`config.mk`:
```
export PLATFORM = sky130hd
export DESIGN_NAME = expr_recognizer
export DESIGN_NICKNAME = d
export VERILOG_FILES = /design/src/rtl/expr_recognizer.sv
export SDC_FILE = /design/constraint.sdc
export NUM_CORES = 1
export LEC_CHECK = 0
export ABC_AREA = 1
export ABC_CLOCK_PERIOD_IN_PS = 6700
export CAP_MARGIN = 20
export CORE_UTILIZATION = 55
export CTS_CLUSTER_SIZE = 8
export DETAILED_ROUTE_END_ITERATION = 6
export PLACE_DENSITY_LB_ADDON = 0.25
export RECOVER_POWER = 50
export SETUP_SLACK_MARGIN = 0.5
export SLEW_MARGIN = 30
export SYNTH_ARGS = -nofsm -noshare
export SYNTH_HDL_FRONTEND = slang
export SYNTH_SLANG_ARGS = --single-unit
```
`constraint.sdc`:
```
create_clock -name clk -period 6.7 [get_ports clk]
set_input_delay 2.01 -clock clk [delete_from_list [all_inputs] [get_ports clk]]
set_output_delay 2.01 -clock clk [all_outputs]
set_load 0.005 [all_outputs]
```
`src/rtl/expr_recognizer.sv`:
```
// Byte-serial recognizer/evaluator for digit (op digit)* expressions.
// '*' binds tighter than '+'; arithmetic wraps modulo 2^WIDTH.
module expr_recognizer #(
    parameter int WIDTH = 16
) (
    input  logic             clk,
    input  logic             clr,
    input  logic [7:0]       in,
    output logic             out,
    output logic             err,
    output logic [WIDTH-1:0] value
);

    typedef enum logic [1:0] {
        START = 2'd0,
        OPND  = 2'd1,
        OPER  = 2'd2,
        ERR   = 2'd3
    } state_t;

    state_t           state, state_n;
    logic [WIDTH-1:0] sum, sum_n;
    logic [WIDTH-1:0] term, term_n;
    logic             mul, mul_n;

    logic             is_dig;
    logic             is_add;
    logic             is_mul;
    logic [WIDTH-1:0] dw;

    assign is_dig = (in >= 8'h30) && (in <= 8'h39);
    assign is_add = (in == 8'h2B);
    assign is_mul = (in == 8'h2A);
    // Low nibble of an ASCII digit is its numeric value.
    assign dw     = WIDTH'(in[3:0]);

    // State and accumulator registers with synchronous active-low clear.
    always_ff @(posedge clk) begin
        if (!clr) begin
            state <= START;
            sum   <= '0;
            term  <= '0;
            mul   <= 1'b0;
        end else begin
            state <= state_n;
            sum   <= sum_n;
            term  <= term_n;
            mul   <= mul_n;
        end
    end

    // Next-state and accumulator update for the consumed character.
    always_comb begin
        state_n = state;
        sum_n   = sum;
        term_n  = term;
        mul_n   = mul;
        unique case (state)
            START: begin
                if (is_dig) begin
                    state_n = OPND;
                    sum_n   = '0;
                    term_n  = dw;
                end else begin
                    state_n = ERR;
                end
            end
            OPND: begin
                if (is_add || is_mul) begin
                    state_n = OPER;
                    mul_n   = is_mul;
                end else begin
                    state_n = ERR;
                end
            end
            OPER: begin
                if (is_dig) begin
                    state_n = OPND;
                    if (mul) begin
                        term_n = term * dw;
                    end else begin
                        sum_n  = sum + term;
                        term_n = dw;
                    end
                end else begin
                    state_n = ERR;
                end
            end
            ERR: begin
                state_n = ERR;
            end
        endcase
    end

    assign out   = (state == OPND);
    assign err   = (state == ERR);
    assign value = out ? (sum + term) : '0;

endmodule

```
-- Word-level counts from Yosys, hierarchy flattened
Index checks and enable logic that the tools add are counted.
- register bits: 35
- bits of input ports: 10
- word-level logic and storage cells: 36
- output and inout bits: 18
- multiply operators: 1
- reduce and logical (&&, ||, !) cells: 8
- magnitude comparators: 2
- add/subtract/negate cells: 1
- muxes and demuxes: 12
- eq/ne operators: 8
- operators with widths (operator ; number):
    $mux 16 ; 7
    $pmux 16 s2 ; 2
    $add 16x16->16 ; 1
    $eq 8x6->1 const B ; 2
    $mul 16x4->16 ; 1
    $ge 8x6->1 const B ; 1
    $le 8x6->1 const B ; 1
    $ne 2x2->1 const B ; 3
    $pmux 2 s3 ; 1
    $eq 2x2->1 const B ; 2
    $reduce_and 4->1 ; 1
    $reduce_and 3->1 ; 1
    $eq 2x1->1 const B ; 1
    $logic_not 2->1 ; 1
    $mux 2 ; 1
    $reduce_and 2->1 ; 1
    $reduce_bool 2->1 ; 1
    $reduce_or 2->1 ; 1
    $logic_and 1x1->1 ; 1
    $logic_or 1x1->1 ; 1
    $mux 1 ; 1

-- Depth between registers and ports, before layout
- depth after elaboration: 4
- depth in mapped cells: 19
- mapped depth without buffers: 17

-- Least setup slack after synthesis
Ideal clock, no wire load.
- path type: input to register
- start: input in[2]
- end: register term[14]
- library setup time: 117 ps
- data required time: 6583 ps
- slack: 1879 ps
- path buffers: 2
- stages on the path: 12
- data arrival time: 4704 ps
- cells stage by stage: buf_2 buf_1 nand2_1 fa_1 fa_1 fa_1 o21ai_0 nand3_1 nand3_1 nand2_1 nand2_1 o21ai_1
- cells in the longest elaborated chain, start to end: 4
- elaborated cells between the ends (all ways): 10
- classes of those cells: mul (1); order compare (2); eq/ne (2); mux (3); reduce/logical (2)
- ends and longest elaborated chain (what ; RTL line ; source):
    start: declaration ; 8 ; input logic [7:0] in,
    $mul 16x4->16 (tied with other cells) ; 80 ; term_n = term * dw;
    $mux 16 or $logic_and 1x1->1 (tied branches) ; 79, 31 ;
    $mux 16 or $ne 2x2->1 (tied branches) ; -- ;
    $pmux 16 s2 or $reduce_and 3->1 (tied branches) ; -- ;
    end signal: assignment ; 47 ; term <= term_n;
    end: declaration ; 23 ; logic [WIDTH-1:0] term, term_n;
Several ways; a longest one is shown, not always the timed one. The select of a mux whose other input is x is not followed.
A chain may end at the register's enable or synchronous reset.

-- Worst setup path in the final report
- start: input in[2]
- end: register sum[10]
- cells in the longest elaborated chain, start to end: 4
- elaborated cells between the ends (all ways): 6
- classes of those cells: order compare (2); eq/ne (2); reduce/logical (2)
- ends and longest elaborated chain (what ; RTL line ; source):
    $ge 8x6->1 or $le 8x6->1 (tied branches) ; 31 ; assign is_dig = (in >= 8'h30) && (in <= 8'h39);
    $logic_and 1x1->1 (*) ; 31 ;
    $ne 2x2->1 (no source line) ; -- ;
    $reduce_and 4->1 (no source line) (*) ; -- ;
    end signal: assignment ; 46 ; sum <= sum_n;
    end: declaration ; 22 ; logic [WIDTH-1:0] sum, sum_n;
Every way passes the cells marked *; elsewhere a longest branch is shown, timed or not.

==> summary.txt <==
Tmin final -> 5.59 ns
Drt total wl -> 9680 um
Final setup violation count -> 0
Register area -> 701 um^2
Post-route antenna net violation count -> 0
Mapped Area -> 0.00415 mm^2
RR Endpoint -> sum[10]
Initial antenna violation count -> 0
Worst skew pair latency -> 0.30 ns
Worst Path Max Fanout -> 17
Rel. slew slack -> 5.63%
Starting Density -> 57.2%
Final non-filler cell area -> 0.00453 mm^2
Slack of the critical path -> 1.11 ns
Hold Path Depth -> 2
Routed wire length per instance -> 12.1 um
# DRC -> 0
Clk slew on worst S/H paths -> 0.08 ns
CTS buffer count -> 5
Fmax -> 179 MHz
Pwr Density -> 89.3 mW/mm^2
Critical path class -> in2reg
Synth cell types -> 41
Total grt overflow -> 0
Sequential share of the synthesized area -> 16.9%
Worst r2r path cells -> 9
Final Cycle Share -> 83.4%
Syn Inst Count -> 676
Postcts setup bufs -> 0
Post-CTS sizing -> 0
RePlAce Congestion -> 0.952
First-pass GRT wire length -> 16600 um
Filler cells -> 720
Slew Viols, Final -> 0
M1 GR Usage -> 33.4%
Port Buffer Count -> 27
M3 GR Usage -> 3.26%
CTS Hold Bufs -> 0
Max Cap Viol -> 0
Place WS -> 1.16 ns
Worst r2r src -> state[0]
CTS tree -> built
CTS root buf -> clkbuf_8
Largest net degree at the start of global routing -> 19
Critical path endpoint category -> register
Worst Skew -> 0.00456 ns
Placed Area -> 0.00449 mm^2
Layout cell share with drive strength beyond 1 -> 3.29%
Met2 Usage GRT -> 49.4%
Commonest cells after routing, fill and taps aside -> 234 x nand2_1, 147 x inv_1, 55 x nor2_1
Avg Inst Size Synth -> 6.14 um^2
Number of diodes -> 0
Final core occ -> 62.4%
Post-Syn Nets -> 743
Area Overhead vs Synth -> 9.08%
Crit path DAT -> 5.81 ns
Via density -> 5.06
Worst Hold End -> sum[14]
Ys Warns -> 0
H-tree level count -> 2
Flops & latches, synth -> 35
P_leak -> 0.00259 uW
Multi-input logic area -> 0.00277 mm^2
Ports -> 28
Setup TNS -> 0 ns
Drt first pass iters -> 6
CP required -> 6.92 ns
Post-DP HPWL -> 7610 um
Area of the die -> 0.00790 mm^2
Final Hold Viols -> 0
Most common cell after layout, fill and taps aside -> nand2_1
CP Launch Type -> input port
Site Rows -> 31
Status -> completed
Hold Path Class -> reg2reg
Chip Width -> 88.9 um
Detailed router's first-iteration violation count -> 254
Core area -> 0.00725 mm^2
CTS sink count -> 35
Peak VDD IR -> 0.0848 mV
Slew @ Worst Pin -> 1.41 ns
Vias in the first global route -> 3802
RSZ-0062 raised after global routing -> false
Tot GR Track Use -> 27.1%
Maximum clock insertion buffer count -> 2
FF-to-FF setup slack -> 3.41 ns
Nets -> 765
Height of the die -> 88.9 um
Via Count -> 4040
Hold Crit Start -> sum[14]
Busiest grt layer -> met2
-- cell usage after synthesis, drive strengths merged --
master    n  area share, %
o221a     1           0.27
a211oi    1           0.18
nor3b     1           0.18
dfxtp    35             17
nand2   235             21
nor4      1           0.15
buf       7            1.0
o21bai    1           0.18
xor2      7            1.5
o21ai    19            2.4
or2       5           0.75
xnor2     2           0.42
ha       31            9.3
nand4     2           0.30
a31oi     3           0.45
clkbuf    6           0.54
nand3    43            5.7
nor2     56            6.0
fa       26             13
a22oi     2           0.36
a21oi    33            4.3
nand3b    2           0.45
clkinv    1          0.090
nor3      3           0.36
a21o      2           0.36
a21boi    1           0.18
and2      1           0.15
inv     149             14
-- power by group --
group | total, uW | internal (uW) | switching (uW)
Combinational | 30.3 | 9.82 | 20.5
Sequential | 211 | 209 | 1.66
Clock | 163 | 72.5 | 90.5
Total | 404 | 291 | 113
-- worst max-delay path: stages --
cell and delay [ns]:
dlygate4sd3_1 0.79, o21ai_0 0.43, nand2_4 0.12, nor2_1 0.18, clkinvlp_2 0.58, nor2_1 1.29
nand3_1 0.22, a21oi_1 0.18
-- flip-flops by register name, indices dropped and copies added, names as in the netlist --
name   flops
mul        1
state      2
sum       16
term      16
-- per-stage QoR --
stage / cells / total power, uW / hold WS (ns)
2_1_floorplan: 676 / 234 / 0.448
3_3_place_gp: 790 / 247 / 0.456
3_5_place_dp: 790 / 247 / 0.463
4_1_cts: 798 / 407 / 0.476
5_1_grt: 798 / 415 / 0.487
6_report: 798 / 404 / 0.475
-- metal layers --
| layer | routed length, um | vias up |
|---|---|---|
| li1 | - | 2084 |
| met1 | 4370 | 1841 |
| met2 | 4720 | 103 |
| met3 | 434 | 12 |
| met4 | 160 | 0 |
| met5 | 0 | - |
-- layout make-up --
| type | instances | area share, % |
|---|---|---|
| Tap cell | 99 | 2.74 |
| Clock buffer | 5 | 1.52 |
| Timing Repair Buffer | 28 | 6.14 |
| Inverter | 150 | 12.5 |
| Clock inverter | 3 | 0.442 |
| Multi-Input combinational cell | 478 | 61.2 |
| Sequential cell | 35 | 15.5 |
-- worst max-delay path by stage --
stage	start	to	slack, ns	cells after the start
final	in[2]	sum[10]	1.11	8
after global routing	in[2]	sum[13]	0.87	8
after CTS	in[2]	term[10]	1.48	15
after detailed placement	in[2]	term[10]	1.16	15
after global placement	in[2]	term[14]	1.21	11
after floorplan	in[2]	term[14]	1.88	12
-- kinds of logic (layout without fill, tap and decap cells) --
logic type | count (synthesis) | count (layout) | share of synthesized area [%]
adder cells (fa/ha/maj) | 57 | 57 | 21.9
flip-flops | 35 | 35 | 16.9
AO/OA/AOI/OAI | 63 | 63 | 8.63
XOR/XNOR | 9 | 9 | 1.90
AND/OR/NAND/NOR | 349 | 349 | 35.5
buffers and inverters | 163 | 186 | 15.2
No activity file was read; power rests on OpenSTA's default activity.
